### src/rtl/cpld_uart_responder.sv
// Responder side of the CPLD parallel UART handshake, bridged to an 8N1 serial line.
// The bidirectional data lane is split into in/out/enable; the tristate lives at the board top.
module cpld_uart_responder #(
  parameter int CLKS_PER_BIT = 434
) (
  input  logic       clk,
  input  logic       rst_n,
  input  logic       uart_rdn,
  input  logic       uart_wrn,
  input  logic [7:0] uart_data_i,
  output logic [7:0] uart_data_o,
  output logic       uart_data_oe,
  output logic       uart_dataready,
  output logic       uart_tbre,
  output logic       uart_tsre,
  output logic       txd,
  input  logic       rxd
);
  // state   | meaning (same encoding for TX and RX)
  // S_IDLE  | line idle / waiting for work
  // S_START | start bit (TX drives 0, RX waits half a bit to confirm)
  // S_DATA  | eight data bits, LSB first
  // S_STOP  | stop bit
  typedef enum logic [1:0] {S_IDLE, S_START, S_DATA, S_STOP} state_t;

  localparam int CW = 16;
  localparam logic [CW-1:0] BIT_TC  = CW'(CLKS_PER_BIT - 1);
  localparam logic [CW-1:0] HALF_TC = CW'(CLKS_PER_BIT / 2 - 1);
  localparam logic [CW-1:0] ONE     = CW'(1);

  logic       rdn_s1, rdn_s2, rdn_prev;
  logic       wrn_s1, wrn_s2, wrn_prev;
  logic       rxd_s1, rxd_s2;
  logic [7:0] data_d1, data_d2;
  logic       wr_evt;
  logic [7:0] wr_byte;

  state_t          tx_state, rx_state;
  logic [CW-1:0]   tx_cnt, rx_cnt;
  logic [2:0]      tx_bit, rx_bit;
  logic [7:0]      tx_shift, rx_shift, thr, rbr;

  logic rd_rise;
  logic tx_load;

  assign rd_rise = rdn_s2 & ~rdn_prev;
  // A pending THR byte moves to the shifter from IDLE or straight out of a finished stop bit.
  assign tx_load = ~uart_tbre &
                   ((tx_state == S_IDLE) || ((tx_state == S_STOP) && (tx_cnt == '0)));

  always_ff @(posedge clk) begin
    if (!rst_n) begin
      rdn_s1   <= 1'b1;
      rdn_s2   <= 1'b1;
      rdn_prev <= 1'b1;
      wrn_s1   <= 1'b1;
      wrn_s2   <= 1'b1;
      wrn_prev <= 1'b1;
      rxd_s1   <= 1'b1;
      rxd_s2   <= 1'b1;
      data_d1  <= '0;
      data_d2  <= '0;
      wr_evt   <= 1'b0;
      wr_byte  <= '0;
    end else begin
      rdn_s1   <= uart_rdn;
      rdn_s2   <= rdn_s1;
      rdn_prev <= rdn_s2;
      wrn_s1   <= uart_wrn;
      wrn_s2   <= wrn_s1;
      wrn_prev <= wrn_s2;
      rxd_s1   <= rxd;
      rxd_s2   <= rxd_s1;
      data_d1  <= uart_data_i;
      data_d2  <= data_d1;
      wr_evt   <= wrn_s2 & ~wrn_prev;
      wr_byte  <= data_d2;
    end
  end

  always_ff @(posedge clk) begin
    if (!rst_n) begin
      tx_state  <= S_IDLE;
      tx_cnt    <= '0;
      tx_bit    <= '0;
      tx_shift  <= '0;
      thr       <= '0;
      uart_tbre <= 1'b1;
      uart_tsre <= 1'b1;
      txd       <= 1'b1;
    end else begin
      if (tx_load) begin
        tx_state  <= S_START;
        tx_shift  <= thr;
        tx_cnt    <= BIT_TC;
        uart_tbre <= 1'b1;
        uart_tsre <= 1'b0;
        txd       <= 1'b0;
      end else begin
        case (tx_state)
          S_IDLE: txd <= 1'b1;
          S_START: begin
            if (tx_cnt == '0) begin
              tx_state <= S_DATA;
              txd      <= tx_shift[0];
              tx_shift <= {1'b0, tx_shift[7:1]};
              tx_bit   <= '0;
              tx_cnt   <= BIT_TC;
            end else begin
              tx_cnt <= tx_cnt - ONE;
            end
          end
          S_DATA: begin
            if (tx_cnt == '0) begin
              tx_cnt <= BIT_TC;
              if (tx_bit == 3'd7) begin
                tx_state <= S_STOP;
                txd      <= 1'b1;
              end else begin
                txd      <= tx_shift[0];
                tx_shift <= {1'b0, tx_shift[7:1]};
                tx_bit   <= tx_bit + 3'd1;
              end
            end else begin
              tx_cnt <= tx_cnt - ONE;
            end
          end
          S_STOP: begin
            if (tx_cnt == '0) begin
              tx_state  <= S_IDLE;
              uart_tsre <= 1'b1;
            end else begin
              tx_cnt <= tx_cnt - ONE;
            end
          end
          default: tx_state <= S_IDLE;
        endcase
      end
      // THR is free again in the very cycle it is handed to the shifter.
      if (wr_evt && (uart_tbre || tx_load)) begin
        thr       <= wr_byte;
        uart_tbre <= 1'b0;
      end
    end
  end

  always_ff @(posedge clk) begin
    if (!rst_n) begin
      rx_state       <= S_IDLE;
      rx_cnt         <= '0;
      rx_bit         <= '0;
      rx_shift       <= '0;
      rbr            <= '0;
      uart_dataready <= 1'b0;
    end else begin
      if (rd_rise) uart_dataready <= 1'b0;
      case (rx_state)
        S_IDLE: begin
          if (!rxd_s2) begin
            rx_state <= S_START;
            rx_cnt   <= HALF_TC;
          end
        end
        S_START: begin
          if (rx_cnt == '0) begin
            if (rxd_s2) begin
              rx_state <= S_IDLE;
            end else begin
              rx_state <= S_DATA;
              rx_cnt   <= BIT_TC;
              rx_bit   <= '0;
            end
          end else begin
            rx_cnt <= rx_cnt - ONE;
          end
        end
        S_DATA: begin
          if (rx_cnt == '0) begin
            rx_shift <= {rxd_s2, rx_shift[7:1]};
            rx_cnt   <= BIT_TC;
            if (rx_bit == 3'd7) rx_state <= S_STOP;
            else                rx_bit   <= rx_bit + 3'd1;
          end else begin
            rx_cnt <= rx_cnt - ONE;
          end
        end
        S_STOP: begin
          if (rx_cnt == '0) begin
            rx_state <= S_IDLE;
            if (rxd_s2) begin
              rbr            <= rx_shift;
              uart_dataready <= 1'b1;
            end
          end else begin
            rx_cnt <= rx_cnt - ONE;
          end
        end
        default: rx_state <= S_IDLE;
      endcase
    end
  end

  always_ff @(posedge clk) begin
    if (!rst_n) begin
      uart_data_oe <= 1'b0;
      uart_data_o  <= '0;
    end else begin
      uart_data_oe <= ~rdn_s2;
      uart_data_o  <= rdn_s2 ? 8'h00 : rbr;
    end
  end

endmodule

### config.mk
export PLATFORM = sky130hd
export DESIGN_NAME = cpld_uart_responder
export DESIGN_NICKNAME = d
export VERILOG_FILES = /design/src/rtl/cpld_uart_responder.sv
export SDC_FILE = /design/constraint.sdc
export NUM_CORES = 1
export LEC_CHECK = 0
export CORE_UTILIZATION = 53
export DETAILED_ROUTE_END_ITERATION = 16
export PLACE_DENSITY = 0.7
export SLEW_MARGIN = 40
export SYNTH_ARGS = -nofsm -noshare
export SYNTH_HDL_FRONTEND = slang
export SYNTH_SLANG_ARGS = --single-unit
### constraint.sdc
create_clock -name clk -period 4.9 [get_ports clk]
set_clock_uncertainty 0.2 [all_clocks]
set_input_delay 0.735 -clock clk [delete_from_list [all_inputs] [get_ports clk]]
set_output_delay 0.735 -clock clk [all_outputs]
set_load 0.01 [all_outputs]
==> results of run 1 <==
==> cell families after synthesis <==
group                      Yosys count  synth area share, %
and+or+nand+nor                    217                 23.2
DFF                                120                 47.3
AOI/OAI and AO/OA                  119                 14.9
buffers and inverters               34                 3.08
muxes                               30                 5.96
adders and majority gates           17                 4.19
xor gates and xnor gates             8                 1.38
==> final cells by class <==
cell class / count / area, µm²
well taps: 129 / 161
flip-flops and latches: 120 / 2400
clock buffers: 19 / 432
repair buffers: 30 / 283
inverters: 14 / 52.6
fillers: 769 / 3240
multi-input cells: 391 / 2520
clock inverters: 13 / 145
==> routing by layer <==
layer  vias to the layer above  track usage (%)
met4                         0             11.3
met5                         -                0
met3                        22             5.92
met2                       101             36.5
li1                       2009                -
met1                      1887             26.7
==> path summary, 6_finish.rpt <==
check | start | endpoint | slack (ns) | depth (start not counted)
worst max-delay path | tx_state[0]$_SDFFE_PN0P_ | tx_cnt[13]$_SDFFE_PP0P_ | 2.11 | 7
worst min-delay path | wrn_prev$_SDFF_PN1_ | wr_evt$_SDFF_PN0_ | 0.19 | 1
worst max register to register | tx_state[0]$_SDFFE_PN0P_ | tx_cnt[13]$_SDFFE_PP0P_ | 2.11 | 7
worst min register to register | wrn_prev$_SDFF_PN1_ | wr_evt$_SDFF_PN0_ | 0.19 | 1
==> layout by cell type, fill, tap and decap left out, types with 4 or more instances in the layout <==
cell             netlist  layout
a211oi_1               4       4
a21o_1                 5       5
a21oi_1               43      43
a31oi_1                5       5
and2_1                35      35
buf_4                  0       5
clkbuf_16              0      16
clkdlybuf4s50_1        0      24
dfxtp_1              120     120
ha_1                  17      17
inv_1                 14      13
mux2i_1               28      28
nand2_1               34      34
nand2b_1               9       9
nand3_1               16      16
nand3b_1               4       4
nand4_1                5       5
nor2_1                55      55
nor3_1                16      16
nor4_1                 8       8
o21a_1                 4       4
o21ai_0               24      24
o41ai_1                9       9
or3_1                  7       7
xnor2_1                5       5
==> stage by stage <==
step           worst slack (ns)  total power [mW]  cells
2_1_floorplan              2.45              2.11    545
3_3_place_gp               2.01              2.38    684
3_5_place_dp               2.18              2.40    684
4_1_cts                    2.15              3.61    716
5_1_grt                    1.99              3.83    716
6_report                   2.11              3.62    716
==> state kept, by name, indices dropped and copies added, names as in the netlist, 2 cells and up, named ones only <==
register     flops
rx_cnt          16
tx_shift         8
rx_shift         8
uart_data_o      8
rx_bit           3
rbr              8
tx_state         2
data_d1          8
wr_byte          8
data_d2          8
thr              8
tx_cnt          16
tx_bit           3
==> power groups by stage <==
stage | Combinational, mW | Clock, mW | Sequential (mW)
final | 1.24 | 1.20 | 1.18
after floorplan | 0.942 | 0 | 1.17
after CTS | 1.22 | 1.22 | 1.18
after detailed placement | 1.21 | 0 | 1.20
after global placement | 1.19 | 0 | 1.19
after global routing | 1.37 | 1.26 | 1.20
==> flow_metrics.env, run 1 <==
export IMPL_fin_area_mm2=0.00600
export IMPL_overflow=0
export IMPL_status="complete, no violations"
export IMPL_p_switching_mw=1.38
export IMPL_hold_ws_ns=0.189
export IMPL_syn_cell_area_mm2=0.00508
export IMPL_ir_drop_mv=0.372
export IMPL_grt_first_pass_wirelength_um=17500
export IMPL_via_per_inst=5.61
export IMPL_syn2layout_area_growth_pct=18.2
export IMPL_rsz0062_at_grt="false"
export IMPL_power_frac_clock_pct=33.1
export IMPL_finalHoldViolCount=0
export IMPL_grt_antenna_before_repair=0
export IMPL_end_kind="register"
export IMPL_setup_viol=0
export IMPL_worstPathRequired_ns=5.16
export IMPL_maxCapViolCount=0
export IMPL_dieHeight_um=99.9
export IMPL_synth_warnings=0
export IMPL_power_density_mw_per_mm2=603
export IMPL_cts_setup_buffers=0
export IMPL_diodes=0
export IMPL_drt_iter0_drc=176
export IMPL_cts_hold_buf=0
export IMPL_synth_cell_types=65
export IMPL_root_buffer="clkbuf_8"
export IMPL_p_comb_share_pct=34.3
export IMPL_clkTransAtPathRegs_ns=0.06
export IMPL_yosysMostFrequentCell="dfxtp_1"
export IMPL_cts_made_buffers=17
export IMPL_wl_met2_um=4930
export IMPL_numPortBuffers=25
export IMPL_worstSetupPathType="reg2reg"
export IMPL_cp_num_buf_inv=1
export IMPL_slew_viol_final=0
export IMPL_hold_path_class="reg2reg"
export IMPL_met3WireLength_um=478
export IMPL_critPathMaxStageDelay_ns=0.49
export IMPL_relSlewSlack_pct=49.9
export IMPL_grt_usage_pct=22.2
export IMPL_clock_path_buffers=2
export IMPL_min_period_over_period_pct=57.0
export IMPL_synth_top_cells_by_count="dfxtp_1 (120), nor2_1 (55), a21oi_1 (43)"
export IMPL_synth_edff_count=0
export IMPL_dp_hpwl_um=6680
export IMPL_final_util_pct=64.9
export IMPL_swShare_pct=38.1
export IMPL_clock_latency_ns=0.52
export IMPL_yosysTopAreaCell="dfxtp_1"
export IMPL_synth_top_area_share_pct=47.3
export IMPL_cpMaxStageDelayCell="or4_4"
export IMPL_worst_pin_slew_ns=0.752
export IMPL_final_nets=604
export IMPL_pwr_share_seq_pct=32.6
export IMPL_core_area_mm2=0.00924
export IMPL_period_needed_ns=2.79
export IMPL_grt_max_degree=64
export IMPL_layout_drive_gt1_share_pct=10.2
export IMPL_wl_met1_um=4660
export IMPL_dr_pass1_iters=5
export IMPL_startpoint_type="register"
export IMPL_die_area_mm2=0.00997
export IMPL_synth_cells=545
export IMPL_cts_resized=0
export IMPL_crit_family="simple AND/OR/NAND/NOR gates"
export IMPL_die_x_um=99.9
export IMPL_h_tree_depth=4
export IMPL_detail_route_antenna_nets=0
export IMPL_ys_seq_area_share_pct=47.3
export IMPL_gp_congestion=0.905
export IMPL_num_vias=4019
export IMPL_rows=35
export IMPL_p_leak_nw=2.24
export IMPL_routed_top_layer="met4"
export IMPL_synth_area_leaders="dfxtp_1 (47%), mux2i_1 (5.5%), and2_1 (4.3%)"
export IMPL_cts_tree="built"
export IMPL_crit_chain="inv_1 > ha_1 > nor2_1 > or3_4 > or4_4 > or3_1 > a21oi_2"
export IMPL_grt_pass1_vias=3741
export IMPL_synth_nets=575
export IMPL_ys_seq_elements=120
export IMPL_p_int_mw=2.24
export IMPL_start_util_pct=54.9
export IMPL_critPathArrivalTime_ns=3.05
export IMPL_synth_flop_cell="dfxtp_1"
export IMPL_io_pins=26
export IMPL_drc=0
export IMPL_wire_per_inst_um=14.3
export IMPL_wirelength_um=10300
export IMPL_fmax_ghz=0.358
export IMPL_synth_async_reset_ratio_pct=0
export IMPL_placed_cell_area_mm2=0.00542
export IMPL_path_max_fanout=9
export IMPL_setup_tns_ns=0
export IMPL_cts_sinks=120
export IMPL_syn_area_per_cell_um2=9.31
No activity file was read; power rests on OpenSTA's default activity.
==> inputs of run 2 (changes only) <==
==> constraint.sdc (replaced) <==
create_clock -name clk -period 2.6 [get_ports clk]
set_clock_uncertainty 0.2 [all_clocks]
set_input_delay 0.39 -clock clk [delete_from_list [all_inputs] [get_ports clk]]
set_output_delay 0.39 -clock clk [all_outputs]
set_load 0.01 [all_outputs]
==> run 2 against run 1 <==
Net effect: clock-buffer cell count shrank 1; worst setup slack lost 2.0 ns; die area is the same; first-iteration DRC count grew 31%; maximum frequency grew 12%; via count grew 2.4%; flip-flop and latch count is the same; final cell count grew 2.9%; combinational power grew 120%; clock power grew 83%; critical path type unchanged; largest cell class unchanged.
==> flow_metrics.env, run 2 (synthesis gave the netlist of run 1 again) <==
export IMPL_status="complete, no violations"
export IMPL_slew_viol_final=0
export IMPL_period_needed_ns=2.50
export IMPL_worst_pin_slew_ns=0.571
export IMPL_final_nets=625
export IMPL_layout_drive_gt1_share_pct=13.7
export IMPL_critPathArrivalTime_ns=2.74
export IMPL_grt_pass1_vias=3770
export IMPL_h_tree_depth=4
export IMPL_path_max_fanout=5
export IMPL_cts_hold_buf=0
export IMPL_end_kind="register"
export IMPL_grt_antenna_before_repair=0
export IMPL_rows=35
export IMPL_grt_usage_pct=22.5
export IMPL_grt_first_pass_wirelength_um=17700
export IMPL_maxCapViolCount=0
export IMPL_numPortBuffers=25
export IMPL_wirelength_um=10500
export IMPL_worstPathRequired_ns=2.85
export IMPL_multi_input_area_mm2=0.00253
export IMPL_root_buffer="clkbuf_8"
export IMPL_wire_per_inst_um=14.2
export IMPL_setup_tns_ns=0
export IMPL_fmax_ghz=0.401
export IMPL_startpoint_type="register"
export IMPL_hold_path_class="in2reg"
export IMPL_min_period_over_period_pct=96.0
export IMPL_drc=0
export IMPL_final_common_cell="dfxtp_1"
export IMPL_rsz0062_at_grt="false"
export IMPL_overflow=0
export IMPL_cts_made_buffers=17
export IMPL_cts_tree="built"
export IMPL_relSlewSlack_pct=61.0
export IMPL_seq_area_mm2=0.00240
export IMPL_clock_path_buffers=2
export IMPL_cpMaxStageDelayCell="or4_4"
export IMPL_gp_congestion=0.882
export IMPL_largestRegisters="rx_cnt x16, tx_cnt x16"
export IMPL_power_density_mw_per_mm2=1160
export IMPL_syn2layout_area_growth_pct=21.3
export IMPL_p_leak_nw=2.34
export IMPL_p_total_mw=7.15
export IMPL_cts_sinks=120
export IMPL_setup_viol=0
export IMPL_crit_chain="or4_4 > or3_4 > or4_4 > or3_1 > a21oi_2"
export IMPL_clkTransAtPathRegs_ns=0.06
export IMPL_clock_latency_ns=0.52
export IMPL_worstSetupPathType="reg2reg"
export IMPL_die_area_mm2=0.00997
export IMPL_detail_route_antenna_nets=0
export IMPL_cp_common_cell="or4_4"
export IMPL_drt_iter0_drc=230
export IMPL_fillCellCount=765
export IMPL_finalHoldViolCount=0
export IMPL_layout_common_cells="dfxtp_1 (120), nor2_1 (55), a21oi_1 (42)"
export IMPL_io_pins=26
export IMPL_critPathMaxStageDelay_ns=0.55
export IMPL_dr_pass1_iters=5
export IMPL_via_per_inst=5.58
export IMPL_core_area_mm2=0.00924
export IMPL_diodes=0
export IMPL_ir_drop_mv=0.922
export IMPL_dp_hpwl_um=6980
export IMPL_start_util_pct=54.9
export IMPL_grt_max_degree=64
export IMPL_dieHeight_um=99.9
export IMPL_num_vias=4114
export IMPL_die_x_um=99.9
-- run 2: cell types whose count changed in the layout (fill, tap and decap cells not counted), sizes merged --
cell	previous run	this run
buf	6	27
inv	17	21
clkinv	5	3
clkbuf	19	18
bufinv	2	1
-- run 2: path summary, 6_finish.rpt --
kind | start | slack (ns) | endpoint | cells after the start
worst min register to register | wrn_prev$_SDFF_PN1_ | 0.18 | wr_evt$_SDFF_PN0_ | 1
worst max register to register | tx_cnt[8]$_SDFFE_PN0P_ | 0.10 | tx_cnt[13]$_SDFFE_PP0P_ | 5
worst min-delay path | rst_n | 0.17 | rx_cnt[6]$_SDFFE_PN0P_ | 3
worst max-delay path | tx_cnt[8]$_SDFFE_PN0P_ | 0.10 | tx_cnt[13]$_SDFFE_PP0P_ | 5
-- run 2: what timing repair did --
item	CTS	global route
buffers inserted	0	0
setup endpoints to repair	0	13
resized for setup	0	4
-- run 2: worst max-delay path, delay by kind of cell, from the launching register on --
family / cells / cell delay (ns)
flip-flops: 1 / 0.34
AO/OA/AOI/OAI: 1 / 0.13
AND/OR/NAND/NOR: 4 / 1.75
-- run 2: metrics by stage --
stage | setup slack [ns] | std cells | cell area (µm²) | utilization (%) | hold slack (ns)
2_1_floorplan | 0.146 | 545 | 5080 | - | 0.167
3_3_place_gp | 0.144 | 705 | 5570 | 60.3 | 0.178
3_5_place_dp | 0.0980 | 705 | 5570 | 60.3 | 0.182
4_1_cts | 0.0863 | 737 | 6140 | 66.4 | 0.154
5_1_grt | 0.0135 | 737 | 6160 | 66.6 | 0.197
6_report | 0.104 | 737 | 6160 | 66.6 | 0.173
-- run 2: layout make-up --
cell class / count / area share, %
clock buffer: 18 / 6.95
inverter: 14 / 0.854
multi-input combinational: 391 / 41.2
timing repair buffer: 51 / 7.15
clock inverter: 14 / 2.24
sequential: 120 / 39.0
tap: 129 / 2.62
-- run 2: routing by layer --
layer	up-vias	global-route usage [%]	wire (µm)
li1	2070	-	-
met1	1925	28.6	4730
met2	106	35.6	5150
met3	13	6.55	481
met4	0	9.50	95
met5	-	0	0
-- run 2: report_power, final --
group          total (mW)  switching (mW)  internal (mW)
combinational        2.74            1.63           1.11
sequential           2.21           0.190           2.02
clock                2.20           0.886           1.32
